File: config.mk
export PLATFORM = sky130hd
export DESIGN_NAME = request_agent_bank
export DESIGN_NICKNAME = d
export VERILOG_FILES = /design/src/rtl/arb_pkg.sv /design/src/rtl/request_agent.sv /design/src/rtl/request_agent_bank.sv
export SDC_FILE = /design/constraint.sdc
export NUM_CORES = 1
export LEC_CHECK = 0
export ABC_AREA = 1
export CORE_MARGIN = 3
export CORE_UTILIZATION = 40
export CTS_BUF_LIST = sky130_fd_sc_hd__clkbuf_8
export CTS_CLUSTER_DIAMETER = 40
export DETAILED_ROUTE_END_ITERATION = 8
export GPL_TIMING_DRIVEN = 1
export SYNTH_ARGS = -nofsm -noshare
export SYNTH_HDL_FRONTEND = slang
export SYNTH_SLANG_ARGS = --single-unit
File: constraint.sdc
create_clock -name clock -period 2.09 [get_ports clock]
set_clock_uncertainty 0.1 [all_clocks]
set_input_delay 0.209 -clock clock [delete_from_list [all_inputs] [get_ports clock]]
set_output_delay 0.209 -clock clock [all_outputs]
set_load 0.03 [all_outputs]
File: src/rtl/arb_pkg.sv
// Shared types and defaults for the requester bank sitting in front of the round-robin arbiter.
// Latency: n/a (types only).
// Backpressure: n/a.
package arb_pkg;

    localparam int N_REQ_DEF = 8;
    localparam int IDX_W     = $clog2(N_REQ_DEF);

    typedef enum logic [1:0] {
        IDLE  = 2'd0,
        REQ   = 2'd1,
        SERVE = 2'd2
    } agent_state_e;

endpackage

File: src/rtl/request_agent.sv
// One requester: pending-job counter, IDLE/REQ/SERVE FSM and burst counter.
// Latency: job to req one cycle, grant to busy one cycle; req/busy/done registered, ovf/err are same-cycle pulses.
// Backpressure: req held until granted; jobs beyond the saturated counter are dropped and flagged on ovf.
module request_agent
    import arb_pkg::*;
#(
    parameter int BURST_LEN = 3,
    parameter int PEND_W    = 4
) (
    input  logic clock,
    input  logic reset,
    input  logic job,
    input  logic grant_hit,
    output logic req,
    output logic busy,
    output logic done,
    output logic ovf,
    output logic err
);

    localparam int CNT_W = (BURST_LEN > 1) ? $clog2(BURST_LEN) : 1;
    localparam logic [PEND_W-1:0] PEND_MAX = '1;
    localparam logic [CNT_W-1:0]  CNT_LAST = CNT_W'(BURST_LEN - 1);

    agent_state_e      st, st_nxt;
    logic [PEND_W-1:0] pend, pend_nxt;
    logic [CNT_W-1:0]  cnt, cnt_nxt;
    logic              take;

    always_comb begin
        take     = (st == REQ) && grant_hit;
        err      = grant_hit && (st != REQ);
        ovf      = 1'b0;
        pend_nxt = pend;
        st_nxt   = st;
        cnt_nxt  = cnt;

        // A job and a grant in the same cycle cancel; only a lone job can overflow.
        if (job && !take) begin
            if (pend == PEND_MAX) begin
                ovf = 1'b1;
            end else begin
                pend_nxt = pend + 1'b1;
            end
        end else if (!job && take) begin
            pend_nxt = pend - 1'b1;
        end

        case (st)
            IDLE: begin
                if (pend_nxt != '0) begin
                    st_nxt = REQ;
                end
            end
            REQ: begin
                if (take) begin
                    st_nxt  = SERVE;
                    cnt_nxt = '0;
                end
            end
            SERVE: begin
                if (cnt == CNT_LAST) begin
                    st_nxt = (pend_nxt != '0) ? REQ : IDLE;
                end else begin
                    cnt_nxt = cnt + 1'b1;
                end
            end
            default: st_nxt = IDLE;
        endcase
    end

    // Outputs are computed from next-state so they line up with the state they describe.
    always_ff @(posedge clock or negedge reset) begin
        if (!reset) begin
            st   <= IDLE;
            pend <= '0;
            cnt  <= '0;
            req  <= 1'b0;
            busy <= 1'b0;
            done <= 1'b0;
        end else begin
            st   <= st_nxt;
            pend <= pend_nxt;
            cnt  <= cnt_nxt;
            req  <= (st_nxt == REQ);
            busy <= (st_nxt == SERVE);
            done <= (st_nxt == SERVE) && (cnt_nxt == CNT_LAST);
        end
    end

endmodule

File: src/rtl/request_agent_bank.sv
// Bank of N_REQ requesters driving the arbiter's reqs and consuming its encoded grant.
// Latency: job to reqs_o one cycle; grant to busy_o one cycle; sticky flags one cycle after the event.
// Backpressure: each agent holds its req until granted; overflow_o/proto_err_o are sticky until reset.
module request_agent_bank
    import arb_pkg::*;
#(
    parameter int N_REQ     = N_REQ_DEF,
    parameter int BURST_LEN = 3,
    parameter int PEND_W    = 4
) (
    input  logic                     clock,
    input  logic                     reset,
    input  logic [N_REQ-1:0]         job_i,
    input  logic [$clog2(N_REQ)-1:0] grant_idx_i,
    input  logic                     grant_vld_i,
    output logic [N_REQ-1:0]         reqs_o,
    output logic [N_REQ-1:0]         busy_o,
    output logic [N_REQ-1:0]         done_o,
    output logic                     overflow_o,
    output logic                     proto_err_o
);

    localparam int IW = $clog2(N_REQ);

    logic [N_REQ-1:0] grant_hit;
    logic [N_REQ-1:0] ovf_vec;
    logic [N_REQ-1:0] err_vec;

    for (genvar k = 0; k < N_REQ; k++) begin : g_agent
        assign grant_hit[k] = grant_vld_i && (grant_idx_i == IW'(k));

        request_agent #(
            .BURST_LEN (BURST_LEN),
            .PEND_W    (PEND_W)
        ) u_agent (
            .clock     (clock),
            .reset     (reset),
            .job       (job_i[k]),
            .grant_hit (grant_hit[k]),
            .req       (reqs_o[k]),
            .busy      (busy_o[k]),
            .done      (done_o[k]),
            .ovf       (ovf_vec[k]),
            .err       (err_vec[k])
        );
    end

    always_ff @(posedge clock or negedge reset) begin
        if (!reset) begin
            overflow_o  <= 1'b0;
            proto_err_o <= 1'b0;
        end else begin
            overflow_o  <= overflow_o  | (|ovf_vec);
            proto_err_o <= proto_err_o | (|err_vec);
        end
    end

endmodule

# Yosys cells after proc, flatten, opt, wreduce, memory -nomap -nowiden
# Cells that the tools add are included.
dict set report word_totals {
  register_bits 90
  input_bits 14
  out_inout_bits 26
}
dict set report op_classes {
  n_addsub 24
  n_eq_ne 71
  muxes 104
  n_bitwise 2
  n_reduce_logical 83
}
# operator count
set op_table {}
lappend op_table {{4-bit 2-to-1 mux} 24}
lappend op_table {{2-bit 2-to-1 mux} 40}
lappend op_table {{2-bit equality test, second input constant} 32}
lappend op_table {{1-bit logical AND} 48}
lappend op_table {{2-bit one-hot mux with 3 select lines} 8}
lappend op_table {{4-bit by 1-bit adder with 4-bit output, second input constant} 8}
lappend op_table {{2-bit by 1-bit equality test with 1-bit output, second input constant} 16}
lappend op_table {{4-bit equality test, second input constant} 8}
lappend op_table {{2-bit one-hot mux with 2 select lines} 8}
lappend op_table {{4-bit nonzero test} 8}
lappend op_table {{4-bit by 1-bit subtractor with 4-bit output, second input constant} 8}
lappend op_table {{1-bit 2-to-1 mux} 24}
lappend op_table {{2-bit by 1-bit adder with 2-bit output, second input constant} 8}
lappend op_table {{1-bit zero test} 16}
lappend op_table {{2-bit zero test} 8}
lappend op_table {{2-bit by 1-bit != test with 1-bit output, second input constant} 8}
lappend op_table {{8-bit OR reduction} 2}
lappend op_table {{3-bit equality test, second input constant} 4}
lappend op_table {{3-bit by 2-bit equality test with 1-bit output, second input constant} 2}
lappend op_table {{3-bit by 1-bit equality test with 1-bit output, second input constant} 1}
lappend op_table {{3-bit zero test} 1}
lappend op_table {{1-bit OR} 2}

# Logic depth before layout (Yosys ltp)
# Gate-level depths: netlist (run 1).
dict set report depth {
  ltp_word 12
  ltp_mapped 16
}

# Cells and area by module
# From an unflattened synthesis (run 1), not the netlist that was laid out.
dict set report hier_totals {
  hier_cells 969
  hier_area_um2 6980.4
}
# module n_inst cells_each area_per_inst_um2 seq_area_each_um2
set modules_own_cells {}
lappend modules_own_cells {request_agent 8 117 850.8 275.3}
lappend modules_own_cells {request_agent_bank 1 33 173.9 50.0}

# Worst setup path before layout (run 1)
# No wires, ideal clock.
dict set report synth_path {
  path_type {reg2reg}
  start {register g_agent[7].u_agent.st[1]}
  end {register g_agent[7].u_agent.req}
  setup_time_ps 115
  arrival_time_ps 1729
  required_ps 1875
  slack_ps 146
  path_stages_with_launch 14
  n_path_buf 0
  path_cell_list {dfrtp_1 inv_1 ha_1 inv_1 nor3_2 nand4_1 nand2_1 nand2_1 nor2_1 nand3_1 nand2_1 nand3_1 nand2_1 nor2_1}
}
dict set report synth_between {
  elab_chain_len 10
  word_cells_on_any_way 16
  classes_between {eq/ne: 3; mux: 7; reduce/logical: 6}
}
# item line
set synth_rtl {}
lappend synth_rtl {{start, declared} request_agent.sv:25} ;# agent_state_e st, st_nxt;
lappend synth_rtl {{start signal, assigned} request_agent.sv:82} ;# st <= st_nxt;
lappend synth_rtl {{2-bit by 1-bit equality test with 1-bit output (*)} request_agent.sv:31} ;# take = (st == REQ) && grant_hit;
lappend synth_rtl {{1-bit logical AND (*)} request_agent.sv:31}
lappend synth_rtl {{1-bit logical AND / 1-bit zero test (equally long branches)} {request_agent.sv:45, request_agent.sv:39}}
lappend synth_rtl {{4-bit 2-to-1 mux / 1-bit logical AND (equally long branches)} {request_agent.sv:45, request_agent.sv:39}}
lappend synth_rtl {{4-bit 2-to-1 mux (*)} request_agent.sv:39} ;# if (job && !take) begin
lappend synth_rtl {{net g_agent[7].u_agent.pend_nxt[3]} request_agent.sv:26} ;# logic [PEND_W-1:0] pend, pend_nxt;
lappend synth_rtl {{4-bit nonzero test (*)} {request_agent.sv:51, request_agent.sv:63}}
lappend synth_rtl {{1-bit 2-to-1 mux} request_agent.sv:63} ;# st_nxt = (pend_nxt != '0) ? REQ : IDLE;
lappend synth_rtl {{2-bit 2-to-1 mux} request_agent.sv:62} ;# if (cnt == CNT_LAST) begin
lappend synth_rtl {{2-bit one-hot mux with 3 select lines (*)} request_agent.sv:49} ;# case (st)
lappend synth_rtl {{2-bit by 1-bit equality test with 1-bit output (*)} request_agent.sv:85} ;# req <= (st_nxt == REQ);
lappend synth_rtl {{end signal, assigned} request_agent.sv:85}
lappend synth_rtl {{end, declared} request_agent.sv:14} ;# output logic req,
# Mark *: on every way through the listed nets, which the timed path passes. The rest lies on a longest branch.

# Worst setup path in the final report (run 1)
dict set report layout_path {
  start {register g_agent[0].u_agent.st[0]}
  end {register g_agent[0].u_agent.req}
}
dict set report layout_between {
  elab_chain_len 10
  word_cells_on_any_way 16
  classes_between {eq/ne: 3; mux: 7; reduce/logical: 6}
}
# item line
set layout_rtl {}
lappend layout_rtl {{start, declared} request_agent.sv:25}
lappend layout_rtl {{start signal, assigned} request_agent.sv:82}
lappend layout_rtl {{2-bit by 1-bit equality test with 1-bit output (*)} request_agent.sv:31}
lappend layout_rtl {{1-bit logical AND (*)} request_agent.sv:31}
lappend layout_rtl {{1-bit logical AND / 1-bit zero test (equally long branches)} {request_agent.sv:45, request_agent.sv:39}}
lappend layout_rtl {{4-bit 2-to-1 mux / 1-bit logical AND (equally long branches)} {request_agent.sv:45, request_agent.sv:39}}
lappend layout_rtl {{4-bit 2-to-1 mux (*)} request_agent.sv:39}
lappend layout_rtl {{net g_agent[0].u_agent.pend_nxt[0]} request_agent.sv:26}
lappend layout_rtl {{4-bit nonzero test (*)} {request_agent.sv:51, request_agent.sv:63}}
lappend layout_rtl {{1-bit 2-to-1 mux} request_agent.sv:63}
lappend layout_rtl {{2-bit 2-to-1 mux} request_agent.sv:62}
lappend layout_rtl {{2-bit one-hot mux with 3 select lines (*)} request_agent.sv:49}
lappend layout_rtl {{2-bit by 1-bit equality test with 1-bit output (*)} request_agent.sv:85}
lappend layout_rtl {{end signal, assigned} request_agent.sv:85}
lappend layout_rtl {{end, declared} request_agent.sv:14}
# Marks and branches as above.

==> results of run 1 <==
## worst max path at each step
stage                                              to  slack, ns
global route         g_agent[6].u_agent.req$_DFF_PN0_      -0.03
detailed placement   g_agent[1].u_agent.req$_DFF_PN0_      -0.40
finish               g_agent[0].u_agent.req$_DFF_PN0_       0.16
CTS                 g_agent[6].u_agent.done$_DFF_PN0_       0.01
floorplan            g_agent[7].u_agent.req$_DFF_PN0_       0.15
global placement     g_agent[1].u_agent.req$_DFF_PN0_      -0.40
## worst max-delay path: stages (launching register included)
cell,delay (ns)
dfrtp_1,0.45
ha_4,0.20
buf_4,0.15
nand3_1,0.12
nand2_1,0.06
nand2_1,0.05
nand2_1,0.10
nor2_4,0.14
nand2_2,0.07
o21bai_1,0.16
nand2_2,0.10
nand2_2,0.07
nor2_1,0.04
## state kept, by name, summed over array words and instances (netlist names)
register / cells
g_agent.u_agent.req: 8
g_agent.u_agent.cnt: 16
g_agent.u_agent.done: 8
g_agent.u_agent.pend: 32
proto_err_o: 1
g_agent.u_agent.st: 16
overflow_o: 1
g_agent.u_agent.busy: 8
## per-layer routing
| layer | routed length (um) | vias to the layer above | global-route usage, % | share of wire [%] |
|---|---|---|---|---|
| met1 | 6620 | 2492 | 21.8 | 50 |
| met2 | 5990 | 51 | 25.2 | 45 |
| li1 | - | 2908 | - | - |
| met4 | 258 | 0 | 6.90 | 1.9 |
| met3 | 392 | 12 | 2.55 | 3.0 |
| met5 | 0 | - | 0 | 0 |
## cell type report
type                    instances  area [um2]  area share, %
well taps                     211         264           3.31
clock inverters                 5        55.1          0.691
multi-input cells             576        3540           44.5
inverters                     152         571           7.16
repair buffers                136        1140           14.3
flip-flops and latches         90        2260           28.3
clock buffers                  10         138           1.73
## per-stage QoR
step	TNS (ns)	total power (uW)	cells	util (%)	setup slack (ns)
global route	-0.118	10200	1180	52.2	-0.0318
detailed placement	-11.47	7610	1157	48.5	-0.398
finish	0	9250	1180	52.2	0.163
global placement	-11.19	7600	1157	48.5	-0.399
floorplan	0	6020	844	-	0.146
CTS	0	8890	1173	49.9	0.0100
## Yosys cell counts (6+ instances only)
cell / instances / area (um2)
nor3_1: 10 / 50.1
inv_1: 146 / 548
nor2_2: 9 / 56.3
dfrtp_1: 90 / 2250
a32o_1: 8 / 80.1
ha_1: 64 / 801
a21boi_0: 7 / 52.6
buf_4: 24 / 180
inv_2: 6 / 22.5
nor2_1: 55 / 206
nand4_1: 10 / 62.6
nand3_1: 101 / 505
nand2_1: 217 / 815
nor3_2: 7 / 70.1
o22ai_1: 6 / 37.5
a21oi_1: 18 / 90.1
o21ai_0: 25 / 125
## logic make-up after synthesis
logic type	share of synthesized area (%)
AOI/OAI and AO/OA	8.02
xor gates and xnor gates	0.420
adders and majority gates	12.8
buffers and inverters	12.1
DFF	36.0
and+or+nand+nor	30.7
## timing repair
action                                  CTS  global route
gates resized for setup                   2            86
setup buffers                             0             7
hold endpoints to repair                 36             0
hold buffers                              1             0
pin swaps                                 0            15
endpoints found under the setup margin    3            39
## power breakdown
group | leakage [uW] | internal [uW] | total [uW] | switching, uW
sequential | 0.00115 | 2340 | 2900 | 559
clock | 0.0000941 | 574 | 1210 | 631
combinational | 0.00292 | 2220 | 5150 | 2930
==> results.sh, run 1 <==
export IMPL_die_w_um=131
export IMPL_die_area_mm2=0.0172
export IMPL_ys_ff_latch=90
export IMPL_vias=5463
export IMPL_yosysSeqAreaShare_pct=36.0
export IMPL_core_area_mm2=0.0153
export IMPL_critPathLaunchType="flip-flop"
export IMPL_synth_edff_count=0
export IMPL_cts_tree="built"
export IMPL_avgSynthCellArea_um2=7.42
export IMPL_hold_violations=0
export IMPL_vias_per_cell=4.63
export IMPL_clockBufferDepth=2
export IMPL_fin_crit_ns=1.93
export IMPL_final_common_cell="nand2_1"
export IMPL_slew_limit_headroom_pct=65.2
export IMPL_r2r_end="g_agent[0].u_agent.req$_DFF_PN0_"
export IMPL_synth_cells=844
export IMPL_ys_flop_type="dfrtp_1"
export IMPL_cts_htree_levels=3
export IMPL_fill_cells=1473
export IMPL_timing_rr_start="g_agent[0].u_agent.st[0]$_DFF_PN0_"
export IMPL_grt_pass1_vias=4993
export IMPL_place_hpwl_mm=10.3
export IMPL_ir_drop_v=0.000775
export IMPL_grt_start_max_net_pins=39
export IMPL_first_pass_iters=4
export IMPL_p_leak_uw=0.00416
export IMPL_status="complete, no violations"
export IMPL_hold_class="in -> async"
export IMPL_worst_pin_slew_ns=0.522
export IMPL_insertion_delay_ns=0.39
export IMPL_final_cell_mix="198 x nand2_1, 142 x inv_1, 96 x buf_4"
export IMPL_die_h_um=131
export IMPL_finalSetupViolCount=0
export IMPL_antenna_cells=0
export IMPL_finalCritPeriodShare_pct=92.2
export IMPL_clk_pin_slew_ns=0.09
export IMPL_ant_nets=0
export IMPL_drv_slew=0
export IMPL_end_kind="flip-flop"
export IMPL_synthArstFlopShare_pct=100
export IMPL_pin_count=40
export IMPL_track_usage_pct=16.0
export IMPL_crit_fanout=5
export IMPL_gp_congestion=0.844
export IMPL_grt_pass1_wl_mm=22.1
export IMPL_ff2ff_setup_slack_ns=0.16
export IMPL_worstPathRequired_ns=2.28
export IMPL_hold_slack_ns=0.224
export IMPL_drive_gt1_share_pct=21.7
export IMPL_critPathKind="reg -> reg"
export IMPL_dr_first_iter_drc_count=188
export IMPL_ys_types=34
export IMPL_p_per_area_mw_per_mm2=1160
export IMPL_place_area_mm2=0.00740
export IMPL_crit_arrival_ns=2.11
export IMPL_reg2reg_depth=12
export IMPL_antenna_found_initial=0
export IMPL_worstSetupStartpoint="g_agent[0].u_agent.st[0]$_DFF_PN0_"
export IMPL_grt_overflow_total=0
export IMPL_clockRootBuffer="clkbuf_8"
export IMPL_fin_nets=1043
export IMPL_netlist_area_mm2=0.00626
export IMPL_portBuffers=39
export IMPL_start_util_pct=41.0
export IMPL_synthToLayoutAreaGrowth_pct=27.3
export IMPL_post_drt_wl_per_cell_um=11.2
export IMPL_cts_sinks=90
export IMPL_max_freq_ghz=0.519
export IMPL_wirelength_mm=13.3
export IMPL_design_area_mm2=0.00797
export IMPL_postSynthNetCount=922
export IMPL_rows=45
export IMPL_cts_buffers=9
export IMPL_drc=0
export IMPL_yosysWarnings=0
export IMPL_drv_cap=0
(Power assumes the default switching activity.)
==> inputs of run 2 (changes only) <==
--- a/config.mk
+++ b/config.mk
@@ -11,7 +11,7 @@
 export CTS_BUF_LIST = sky130_fd_sc_hd__clkbuf_8
 export CTS_CLUSTER_DIAMETER = 40
 export DETAILED_ROUTE_END_ITERATION = 8
-export GPL_TIMING_DRIVEN = 1
+export GPL_TIMING_DRIVEN = 0
 export SYNTH_ARGS = -nofsm -noshare
 export SYNTH_HDL_FRONTEND = slang
 export SYNTH_SLANG_ARGS = --single-unit
==> run 2 against run 1 <==
Compared with the run above:
- clock power rose by 3%
- critical path type unchanged
- die area is the same
- highest routed layer unchanged
- wire length increased by 0.29%
- register-to-register slack got worse by 0.07 ns
- worst hold slack better by 0.017 ns
- critical path depth grew 1
- sequential share of layout area increased by 0.64 points
- sequential power up 2%
- utilization down 1.0 points
- non-clock buffer count fell by 39
- final area is 2.0% lower
- worst setup slack worse by 0.074 ns
==> results.sh, run 2 (synthesis gave the netlist of run 1 again) <==
export IMPL_place_hpwl_mm=9.54
export IMPL_start_util_pct=41.0
export IMPL_drv_cap=0
export IMPL_antenna_found_initial=0
export IMPL_worstPathRequired_ns=2.26
export IMPL_dr_first_iter_drc_count=239
export IMPL_cp_slowest_stage_delay_ns=0.42
export IMPL_track_usage_pct=15.4
export IMPL_regMostFlops="g_agent.u_agent.pend"
export IMPL_end_kind="flip-flop"
export IMPL_crit_arrival_ns=2.17
export IMPL_rsz0062_at_grt="true"
export IMPL_critPathLaunchType="flip-flop"
export IMPL_ir_drop_v=0.000617
export IMPL_portBuffers=39
export IMPL_critical_path_buf_inv_count=1
export IMPL_first_pass_iters=4
export IMPL_cts_tree="built"
export IMPL_rows=45
export IMPL_fill_cells=1493
export IMPL_final_cell_mix="193 x nand2_1, 134 x inv_1, 90 x nand3_1"
export IMPL_antenna_cells=0
export IMPL_cts_htree_levels=3
export IMPL_total_power_uw=9170
export IMPL_die_w_um=131
export IMPL_timing_rr_start="g_agent[0].u_agent.st[1]$_DFF_PN0_"
export IMPL_hold_class="in -> async"
export IMPL_path_delay_family="simple AND/OR/NAND/NOR gates"
export IMPL_vias_per_cell=4.71
export IMPL_crit_fanout=7
export IMPL_ant_nets=0
export IMPL_vias=5374
export IMPL_drc=0
export IMPL_finalSetupViolCount=0
export IMPL_largest_reg_flops=32
export IMPL_worst_pin_slew_ns=0.486
export IMPL_ff2ff_setup_slack_ns=0.09
export IMPL_grt_start_max_net_pins=57
export IMPL_grt_pass1_vias=4732
export IMPL_status="complete, no violations"
export IMPL_final_common_cell="nand2_1"
export IMPL_post_drt_wl_per_cell_um=11.7
export IMPL_drv_slew=0
export IMPL_cp_common_cell="nand2_2"
export IMPL_p_leak_uw=0.00399
export IMPL_fin_util_pct=51.2
export IMPL_die_h_um=131
export IMPL_slowest_stage="dfrtp_1"
export IMPL_fin_crit_ns=2.00
export IMPL_r2r_end="g_agent[0].u_agent.req$_DFF_PN0_"
export IMPL_insertion_delay_ns=0.37
export IMPL_grt_overflow_total=0
export IMPL_grt_pass1_wl_mm=21.5
export IMPL_wirelength_mm=13.3
export IMPL_clockBufferDepth=2
export IMPL_reg2reg_depth=13
export IMPL_worstPathCellList="inv_2 -> ha_4 -> nand3_4 -> nor2_4 -> nand2_1 -> nand2_1 -> nand3_2 -> nor2_4 -> nand2_2 -> o21bai_1 -> nand2_2 -> nand2_2 -> nor2_1"
export IMPL_synthToLayoutAreaGrowth_pct=24.7
export IMPL_max_freq_ghz=0.500
export IMPL_critPathKind="reg -> reg"
export IMPL_p_per_area_mw_per_mm2=1170
export IMPL_slew_limit_headroom_pct=67.6
export IMPL_die_area_mm2=0.0172
export IMPL_hold_violations=0
export IMPL_clk_pin_slew_ns=0.09
export IMPL_gp_congestion=0.823
export IMPL_cts_sinks=90
export IMPL_reg_top3="g_agent.u_agent.pend (32), g_agent.u_agent.cnt (16), g_agent.u_agent.st (16)"
export IMPL_core_area_mm2=0.0153
export IMPL_clockRootBuffer="clkbuf_8"
export IMPL_cts_buffers=9
export IMPL_fin_nets=1004
export IMPL_drive_gt1_share_pct=21.0
export IMPL_finalCritPeriodShare_pct=95.8
export IMPL_pin_count=40
==> run 2: where the power goes <==
group,switching [uW],internal (uW),total (uW)
Sequential,610,2350,2960
Combinational,2910,2050,4960
Clock,636,612,1250
Total,4150,5010,9170
==> run 2: area by class of cell <==
| cell class | count | area (um2) | share of cell area (%) |
|---|---|---|---|
| buffer | 25 | 184 | 2.36 |
| clock buffer | 11 | 151 | 1.94 |
| clock inverter | 4 | 51.3 | 0.657 |
| inverter | 152 | 571 | 7.31 |
| multi-input combinational | 576 | 3670 | 47.0 |
| sequential | 90 | 2260 | 29.0 |
| tap | 211 | 264 | 3.38 |
| timing repair buffer | 72 | 653 | 8.36 |
==> run 2: worst reg2reg max path, delay by kind of cell (launching register included) <==
kind                     cells  cell delay [ns]
buffers and inverters        1             0.09
AO/OA/AOI/OAI                1             0.18
adder cells (fa/ha/maj)      1             0.16
flip-flops                   1             0.42
AND/OR/NAND/NOR             10             0.94
==> run 2: worst max path at each step <==
stage                                                    start                           endpoint  cells past startpoint
after floorplan             g_agent[7].u_agent.st[1]$_DFF_PN0_   g_agent[7].u_agent.req$_DFF_PN0_                     13
after global placement                                   reset  g_agent[1].u_agent.done$_DFF_PN0_                      1
after detailed placement                        grant_idx_i[2]  g_agent[6].u_agent.done$_DFF_PN0_                     13
after CTS                   g_agent[6].u_agent.st[1]$_DFF_PN0_  g_agent[6].u_agent.done$_DFF_PN0_                     12
after global routing      g_agent[6].u_agent.pend[0]$_DFF_PN0_  g_agent[6].u_agent.done$_DFF_PN0_                     13
final                       g_agent[0].u_agent.st[1]$_DFF_PN0_   g_agent[0].u_agent.req$_DFF_PN0_                     13
==> run 2: repair_timing <==
action / 4_1_cts / 5_1_grt
setup endpoints to repair: 34 / 41
pin swaps: 1 / 38
resized for setup: 33 / 94
hold endpoints to repair: 34 / 0
hold buffers: 1 / 0
buffers inserted: 2 / 29
==> run 2: per-stage QoR <==
step                setup WS, ns  std cells  setup TNS, ns  hold slack (ns)  instance area [um2]
floorplan                  0.146        844              0           -0.187                 6260
global placement           -2.88       1094        -273.60            0.356                 6910
detailed placement        -0.457       1095         -15.13            0.107                 6940
CTS                     -0.00674       1113       -0.00674            0.241                 7280
global route             -0.0891       1141         -0.410            0.303                 7810
finish                    0.0886       1141              0            0.241                 7810
==> run 2: metal layers <==
metal	track usage, %	vias to the layer above	share of wire, %
li1	-	2849	-
met1	21.9	2456	48
met2	23.8	55	48
met3	2.55	14	2.4
met4	5.63	0	1.5
met5	0	-	0
